==> src/rtl/asic_pkg.sv <==
// Shared ACID/ASIC unlock definitions: the unlock byte table, port address and
// sender state encoding, imported by both ends of the unlock protocol.
package asic_pkg;

  localparam int unsigned SEQ_LEN = 17;

  localparam logic [7:0] UNLOCK_SEQ [0:16] = '{
    8'hFF, 8'h77, 8'hB3, 8'h51, 8'hA8, 8'hD4, 8'h62, 8'h39,
    8'h9C, 8'h46, 8'h2B, 8'h15, 8'h8A, 8'hCD, 8'hEE, 8'hFF,
    8'hFF
  };

  localparam logic [7:0]  RELOCK_BYTE = 8'h00;
  localparam logic [15:0] ACID_PORT   = 16'hBC00;

  typedef enum logic [2:0] {
    ST_IDLE,
    ST_REQ,
    ST_STROBE,
    ST_GAP,
    ST_FINISH,
    ST_ABORT
  } sender_state_e;

  // The relock variant differs only in the final byte.
  function automatic logic [7:0] seq_byte(input logic [4:0] idx, input logic relock);
    if (relock && idx == 5'd16) return RELOCK_BYTE;
    return UNLOCK_SEQ[idx];
  endfunction

endpackage

==> src/rtl/asic_unlock_sender.sv <==
// Bus-master sequencer writing the 17-byte ASIC unlock (or relock) sequence to
// the CRTC select port. All outputs are registered from the next-state values.
module asic_unlock_sender
  import asic_pkg::*;
#(
  parameter logic [15:0] PORT_ADDR   = ACID_PORT,
  parameter int unsigned WR_CYCLES   = 2,
  parameter int unsigned GAP_CYCLES  = 4,
  parameter int unsigned GNT_TIMEOUT = 1024
) (
  input  logic        clk_sys,
  input  logic        reset,
  input  logic        plus_mode,
  input  logic        start,
  input  logic        relock,
  output logic        bus_req,
  input  logic        bus_gnt,
  output logic [15:0] io_addr,
  output logic [7:0]  io_dout,
  output logic        io_wr,
  output logic        busy,
  output logic        done,
  output logic        error,
  output logic [4:0]  byte_index
);

  localparam int unsigned WAIT_W = $clog2(GNT_TIMEOUT);
  localparam int unsigned PH_MAX = (WR_CYCLES > GAP_CYCLES) ? WR_CYCLES : GAP_CYCLES;
  localparam int unsigned PH_W   = $clog2(PH_MAX + 1);

  localparam logic [WAIT_W-1:0] WAIT_LAST = WAIT_W'(GNT_TIMEOUT - 1);
  localparam logic [PH_W-1:0]   WR_LAST   = PH_W'(WR_CYCLES - 1);
  localparam logic [PH_W-1:0]   GAP_LAST  = PH_W'(GAP_CYCLES - 1);
  localparam logic [4:0]        LAST_IDX  = 5'(SEQ_LEN - 1);

  sender_state_e     state_q, state_d;
  logic [WAIT_W-1:0] wait_q, wait_d;
  logic [PH_W-1:0]   phase_q, phase_d;
  logic [4:0]        idx_q, idx_d;
  logic              relock_q, relock_d;
  logic              bus_req_q, bus_req_d;
  logic              io_wr_q, io_wr_d;
  logic [15:0]       io_addr_q, io_addr_d;
  logic [7:0]        io_dout_q, io_dout_d;
  logic              busy_q, busy_d;
  logic              done_q, done_d;
  logic              error_q, error_d;

  always_ff @(posedge clk_sys) begin
    if (reset) begin
      state_q   <= ST_IDLE;
      wait_q    <= '0;
      phase_q   <= '0;
      idx_q     <= '0;
      relock_q  <= 1'b0;
      bus_req_q <= 1'b0;
      io_wr_q   <= 1'b0;
      io_addr_q <= '0;
      io_dout_q <= '0;
      busy_q    <= 1'b0;
      done_q    <= 1'b0;
      error_q   <= 1'b0;
    end else begin
      state_q   <= state_d;
      wait_q    <= wait_d;
      phase_q   <= phase_d;
      idx_q     <= idx_d;
      relock_q  <= relock_d;
      bus_req_q <= bus_req_d;
      io_wr_q   <= io_wr_d;
      io_addr_q <= io_addr_d;
      io_dout_q <= io_dout_d;
      busy_q    <= busy_d;
      done_q    <= done_d;
      error_q   <= error_d;
    end
  end

  always_comb begin
    state_d   = state_q;
    wait_d    = wait_q;
    phase_d   = phase_q;
    idx_d     = idx_q;
    relock_d  = relock_q;
    io_addr_d = io_addr_q;
    io_dout_d = io_dout_q;

    unique case (state_q)
      ST_IDLE: begin
        if (start && plus_mode) begin
          relock_d = relock;
          idx_d    = '0;
          wait_d   = '0;
          state_d  = ST_REQ;
        end
      end
      ST_REQ: begin
        if (!plus_mode) begin
          state_d = ST_ABORT;
        end else if (bus_gnt) begin
          phase_d = '0;
          state_d = ST_STROBE;
        end else if (wait_q == WAIT_LAST) begin
          state_d = ST_ABORT;
        end else begin
          wait_d = wait_q + 1'b1;
        end
      end
      ST_STROBE: begin
        if (!plus_mode || !bus_gnt) begin
          state_d = ST_ABORT;
        end else if (phase_q == WR_LAST) begin
          phase_d = '0;
          state_d = (idx_q == LAST_IDX) ? ST_FINISH : ST_GAP;
        end else begin
          phase_d = phase_q + 1'b1;
        end
      end
      ST_GAP: begin
        if (!plus_mode) begin
          state_d = ST_ABORT;
        end else if (phase_q == GAP_LAST) begin
          phase_d = '0;
          wait_d  = '0;
          idx_d   = idx_q + 1'b1;
          state_d = bus_gnt ? ST_STROBE : ST_REQ;
        end else begin
          phase_d = phase_q + 1'b1;
        end
      end
      ST_FINISH: state_d = ST_IDLE;
      ST_ABORT:  state_d = ST_IDLE;
      default:   state_d = ST_IDLE;
    endcase

    // Address/data are loaded once on strobe entry so they stay stable through
    // the strobe and the following gap.
    if (state_d == ST_STROBE && state_q != ST_STROBE) begin
      io_addr_d = PORT_ADDR;
      io_dout_d = seq_byte(idx_d, relock_q);
    end

    bus_req_d = (state_d == ST_REQ) || (state_d == ST_STROBE) ||
                (state_d == ST_GAP) || (state_d == ST_FINISH);
    io_wr_d   = (state_d == ST_STROBE);
    busy_d    = (state_d != ST_IDLE);
    done_d    = (state_d == ST_FINISH);
    error_d   = (state_d == ST_ABORT);
  end

  assign bus_req    = bus_req_q;
  assign io_wr      = io_wr_q;
  assign io_addr    = io_addr_q;
  assign io_dout    = io_dout_q;
  assign busy       = busy_q;
  assign done       = done_q;
  assign error      = error_q;
  assign byte_index = idx_q;

endmodule

==> config.mk <==
export PLATFORM = sky130hd
export DESIGN_NAME = asic_unlock_sender
export DESIGN_NICKNAME = d
export VERILOG_FILES = /design/src/rtl/asic_pkg.sv /design/src/rtl/asic_unlock_sender.sv
export SDC_FILE = /design/constraint.sdc
export NUM_CORES = 1
export LEC_CHECK = 0
export BUFFER_PORTS_ARGS = -buffer_cell sky130_fd_sc_hd__buf_2
export CORE_MARGIN = 4
export CORE_UTILIZATION = 30
export CTS_CLUSTER_DIAMETER = 30
export DETAILED_ROUTE_END_ITERATION = 16
export PLACE_DENSITY = 0.56
export REMOVE_ABC_BUFFERS = 1
export SLEW_MARGIN = 20
export SYNTH_ARGS = -nofsm -noshare
export SYNTH_HDL_FRONTEND = slang
export SYNTH_SLANG_ARGS = --single-unit
==> constraint.sdc <==
create_clock -name clk_sys -period 2.4 [get_ports clk_sys]
set_clock_uncertainty 0.05 [all_clocks]
set_input_delay 0.36 -clock clk_sys [delete_from_list [all_inputs] [get_ports clk_sys]]
set_output_delay 0.36 -clock clk_sys [all_outputs]
set_load 0.01 [all_outputs]
Word-level counts from Yosys, hierarchy flattened

Memory sizes are Yosys's and may differ from the RTL's.
Cells that the tools add are included.

Add/subtract/negate cells: 3
$mul: 0
Div/mod/pow operators: 0
Order comparisons: 1
Equality and inequality tests: 22
Shifts and indexed selects: 0
Multiplexer cells: 35
Bitwise operators: 1
Reductions and logical operators: 16

Operator list:

| cell                    | number |
|---|---|
| $mux W10                | 6 |
| $mux W3                 | 15 |
| $mux W8                 | 4 |
| $pmux W10 S3            | 1 |
| $ne A2 B2 Y1 const B    | 8 |
| $eq A3 B2 Y1 const B    | 5 |
| $mux W5                 | 3 |
| $pmux W3 S4             | 1 |
| $add A10 B1 Y10 const B | 1 |
| $eq A10 B10 Y1 const B  | 1 |
| $eq A5 B5 Y1 const B    | 2 |
| $pmux W5 S2             | 1 |
| $eq A3 B1 Y1 const B    | 3 |
| $pmux W3 S3             | 1 |
| $reduce_bool A3 Y1      | 3 |
| $reduce_and A7 Y1       | 1 |
| $eq A3 B3 Y1 const B    | 2 |
| $ge A6 B6 Y1 const B    | 1 |
| $not A5 Y6              | 1 |
| $add A5 B1 Y5 const B   | 1 |
| $reduce_and A5 Y1       | 1 |
| $logic_or A1 B1 Y1      | 4 |
| $add A3 B1 Y3 const B   | 1 |
| $logic_and A1 B1 Y1     | 3 |
| other kinds (6)         | 8 |

Flip-flop bits (word level): 36
Bits in latches: 0
RAM bits: 0
ROM bits: 256
Input bits: 6
Output and inout bits: 34
Logic and storage cells: 91
Memories: 1

Memories:

| name            | depth | width | read ports | clocked after memory_dff | wr ports | line           | source |
|---|---|---|---|---|---|---|---|
| (no name shown) | 32    | 8     | 1          | 0                        | 0        | asic_pkg.sv:28 | `return UNLOCK_SEQ[idx];` |

Longest topological paths before layout

Word-level depth: 9
Gate-level depth with buffers: 13

Worst setup path before layout

Ideal clock, no wire load.

Path kind: flip-flop to flip-flop
Start point: reg phase_q[0]
End point: reg io_dout_q[5], in the netlist io_dout[5]
Setup time: 124 ps
Data arrival time: 2424 ps
Setup slack: -198 ps
Stages on the path, launching flop included: 14
Path buffers: 1
Clock period less this slack: 2598 ps
Cells stage by stage: dfxtp_1 ha_1 ha_1 buf_2 a21bo_2 a21oi_1 nor2_1 inv_1 ha_1 nand2_1 a311oi_1 o22ai_1 a221oi_1 a21oi_1

Cells in the longest elaborated chain, start to end: 9

Ends and longest elaborated chain:

| element                                                          | line                                      | source |
|---|---|---|
| from (decl)                                                      | asic_unlock_sender.sv:38                  | `logic [PH_W-1:0] phase_q, phase_d;` |
| from (signal assigned)                                           | asic_unlock_sender.sv:66                  | `phase_q <= phase_d;` |
| $eq A3 B2 Y1 *                                                   | asic_unlock_sender.sv:122                 | `end else if (phase_q == GAP_LAST) begin` |
| $mux W5 *                                                        | asic_unlock_sender.sv:122                 |  |
| $mux W5 *                                                        | asic_unlock_sender.sv:120                 | `if (!plus_mode) begin` |
| $pmux W5 S2 *                                                    | asic_unlock_sender.sv:88                  | `unique case (state_q)` |
| net idx_d[0]                                                     | asic_unlock_sender.sv:39                  | `logic [4:0] idx_q, idx_d;` |
| $not A5 Y6 (not written as such) or $eq A5 B5 Y1 (tied branches) | asic_pkg.sv:28, asic_pkg.sv:27            |  |
| $mem_v2 Z32 W8 or $logic_and A1 B1 Y1 (tied branches)            | -                                         |  |
| $mux W8 (not written as such) or $mux W1 (tied branches)         | asic_pkg.sv:28, asic_pkg.sv:27            |  |
| $mux W8 (not written as such) or $mux W1 (tied branches)         | asic_pkg.sv:28, asic_unlock_sender.sv:138 |  |
| $mux W8 *                                                        | asic_pkg.sv:28                            |  |
| to (signal assigned)                                             | asic_unlock_sender.sv:72                  | `io_dout_q <= io_dout_d;` |
| to (decl)                                                        | asic_unlock_sender.sv:44                  | `logic [7:0] io_dout_q, io_dout_d;` |

Mark *: on every way through the listed nets, which the timed path passes. The rest lies on a longest branch. The select of a mux whose other input is x is not followed.
A chain may end at the register's enable or synchronous reset.

Worst setup path after layout

Start point: reg phase_q[1]
End point: reg io_dout_q[7], in the netlist io_dout[7]

Cells in the longest elaborated chain, start to end: 9

Ends and longest elaborated chain:

| element                                                          | line |
|---|---|
| $eq A3 B2 Y1                                                     | asic_unlock_sender.sv:122 |
| $mux W5                                                          | asic_unlock_sender.sv:122 |
| $mux W5                                                          | asic_unlock_sender.sv:120 |
| $pmux W5 S2                                                      | asic_unlock_sender.sv:88 |
| $not A5 Y6 (not written as such) or $eq A5 B5 Y1 (tied branches) | asic_pkg.sv:28, asic_pkg.sv:27 |
| $mem_v2 Z32 W8 or $logic_and A1 B1 Y1 (tied branches)            | - |
| $mux W8 (not written as such) or $mux W1 (tied branches)         | asic_pkg.sv:28, asic_pkg.sv:27 |
| $mux W8 (not written as such) or $mux W1 (tied branches)         | asic_pkg.sv:28, asic_unlock_sender.sv:138 |
| $mux W8                                                          | asic_pkg.sv:28 |

Parallel ways exist; a longest one is shown, timed or not. The select of a mux whose other input is x is not followed.

==> out/metrics.csv <==
metric;value;unit
worst slew pin tran;565;ps
gr usage total;13.2;%
Synth Cell Area;2450;µm²
R2R cell count;13;
min cycle time layout;2400;ps
share of cells above drive strength 1;35.9;%
TritonCTS clock tree;yes;
first drt pass iteration count;4;
Arr. time, crit path;2550;ps
post-DR wirelength/cell;14.1;µm
CP Max Fanout;8;
Final Hold Vio Count;0;
first-pass GRT wire length;10400;µm
Area contributors post-synth;dfxtp_1 29%, ha_1 7.7%, buf_4 5.2%;
max cap viols;0;
CTS Buf Count;5;
synth unique cells;66;
CP Capture Type;flop;
met3 wire len;228;µm
vias in the first global route;2232;
Final Max Slew Viols;0;
CTS clock-pin slew for the worst setup and hold paths;80;ps
max frequency;416;MHz
commonest cells in the netlist;36 x dfxtp_1, 31 x nor2_1, 22 x a21oi_1, 17 x buf_4, 16 x nand2_1;
# DRC;0;
pre-CTS setup slack;-200;ps
H-tree Lvls;2;
CP Class;reg -> reg;
Via density;4.93;
I/O pin cnt;40;
LEAKAGE;0.00136;µW
highest metal used;met4;
Die Ht;98.3;µm
largest area contributor in the netlist;dfxtp_1;
Mean Syn Cell Area;8.53;µm²
Max clock buf depth;2;
Clock Sinks;36;
Die Area;9670;µm²
final setup slack of the worst path;-4.53;ps
Die Wd;98.3;µm
Final Core Density;41.4;%
nets@finish;377;
Inserted Diodes;0;
drt total wl;6450;µm
port bufs;28;
Clock Latency Late Sink;300;ps
largest net degree at the start of global routing;14;
GRT overflow;0;
routability cong.;0.860;
FF+latch count, synth;36;
setup repair after global routing missed its margin;true;
Post-synth EDFFs;0;
PD cells;377;nW/µm²
core area;7850;µm²
Final setup viols;1;
Synth top area share;29.4;%
Setup TNS;-4.53;ps
sequential fraction of the synthesis area;29.4;%
root buf cell;clkbuf_8;
fraction of registers with async set/reset;0;%
# rows;32;
antenna viol nets, final;0;
Hold Path Class;in -> reg;
HPWL Detailed;4820;µm
Post-synth top flop;dfxtp_1;
Met2 Routed Length;3220;µm
failing checks;negative setup slack;
outcome;complete, but fails checks;
Gate Count Post-Synth;287;
share of the clock period used by the worst path;100;%
DR iter-0 viols;97;
Hold WS;263;ps
worst endpoint required time;2540;ps
vias;2261;
cts hold-fix bufs;0;
Yosys warnings;0;
dominant cell by count in the synthesized netlist;dfxtp_1;
area grow syn2layout;32.8;%
Hold Path Depth;3;
CP startpoint kind;flop;
met1 wire length;2770;µm
initial antenna violation count;0;
Initial Util;31.2;%
peak supply drop;0.198;mV
Max-slew headroom;62.2;%
[cell families (layout without fill, tap and decap cells)]
| group | count (synthesis) | count (layout) | share of synthesized area [%] |
|---|---|---|---|
| XOR/XNOR | 10 | 10 | 3.58 |
| buffers and inverters | 41 | 101 | 9.66 |
| other | 1 | 11 | 0.153 |
| AO/OA/AOI/OAI | 68 | 68 | 21.6 |
| adder cells (fa/ha/maj) | 16 | 16 | 8.08 |
| multiplexers | 5 | 5 | 2.66 |
| flip-flops | 36 | 36 | 29.4 |
| AND/OR/NAND/NOR | 110 | 110 | 24.8 |
[layout make-up]
| type | instances | area (µm²) |
|---|---|---|
| multi-input combinational | 220 | 1700 |
| fill | 814 | 4600 |
| inverter | 14 | 52.6 |
| tap | 102 | 128 |
| clock inverter | 3 | 18.8 |
| sequential | 36 | 724 |
| timing repair buffer | 79 | 559 |
| clock buffer | 5 | 68.8 |
[sequential cells by signal, summed over array words and instances (netlist names), 3 cells and up]
signal      flops
io_dout         8
phase_q         3
state_q         3
wait_q         10
byte_index      5
[what timing repair did]
action / in CTS / in global routing
setup buffers: 2 / 7
gates resized for setup: 24 / 16
setup endpoints to repair: 8 / 9
gates cloned: 0 / 0
pin swaps: 9 / 7
[final timing paths]
| check | startpoint | endpoint | slack, ps |
|---|---|---|---|
| min | relock | relock_q | 260 |
| min reg2reg | io_dout[7] | io_dout[7] | 420 |
| max | phase_q[1] | io_dout[7] | -5 |
| max reg2reg | phase_q[1] | io_dout[7] | -5 |
[cells in the final DEF, fill, tap and decap left out, drive strengths merged, types with 3 or more instances in the layout]
master / n
a211oi: 5
a21oi: 24
a22o: 3
a31oi: 3
buf: 79
clkbuf: 5
clkinv: 3
conb: 11
dfxtp: 36
ha: 15
inv: 14
mux2i: 3
nand2: 17
nand2b: 6
nand3: 10
nand3b: 5
nand4: 3
nor2: 31
nor2b: 8
nor3: 7
nor4: 9
o21ai: 6
o22ai: 4
or3: 3
xnor2: 10
[metal layers]
layer | GRT usage, % | vias up
li1 | - | 1134
met1 | 15.3 | 1055
met2 | 23.2 | 53
met3 | 2.57 | 19
met4 | 5.99 | 0
met5 | 0 | -
[power breakdown]
part | internal, µW | switching [µW]
logic | 62.2 | 91.3
registers | 612 | 10.7
clock network | 203 | 246
total | 877 | 348
[worst max-delay path, cell delays in order, from the launching register on]
cell and delay (ps):
dfxtp_2 340, ha_4 170, ha_4 170, buf_6 120
nand3_2 70, nor2_2 50, a31oi_4 220, buf_12 140
ha_4 150, nand2_4 60, a211oi_4 250, a311oi_4 120
buf_6 170, a32o_1 210
[through the flow]
step,power [µW],std cells,cell area [µm²]
2_1_floorplan,717,270,2300
3_3_place_gp,783,445,2920
3_5_place_dp,784,445,2920
4_1_cts,1230,454,3120
5_1_grt,1280,459,3250
6_report,1220,459,3250
Note: power is estimated with default switching activity, not from simulation.
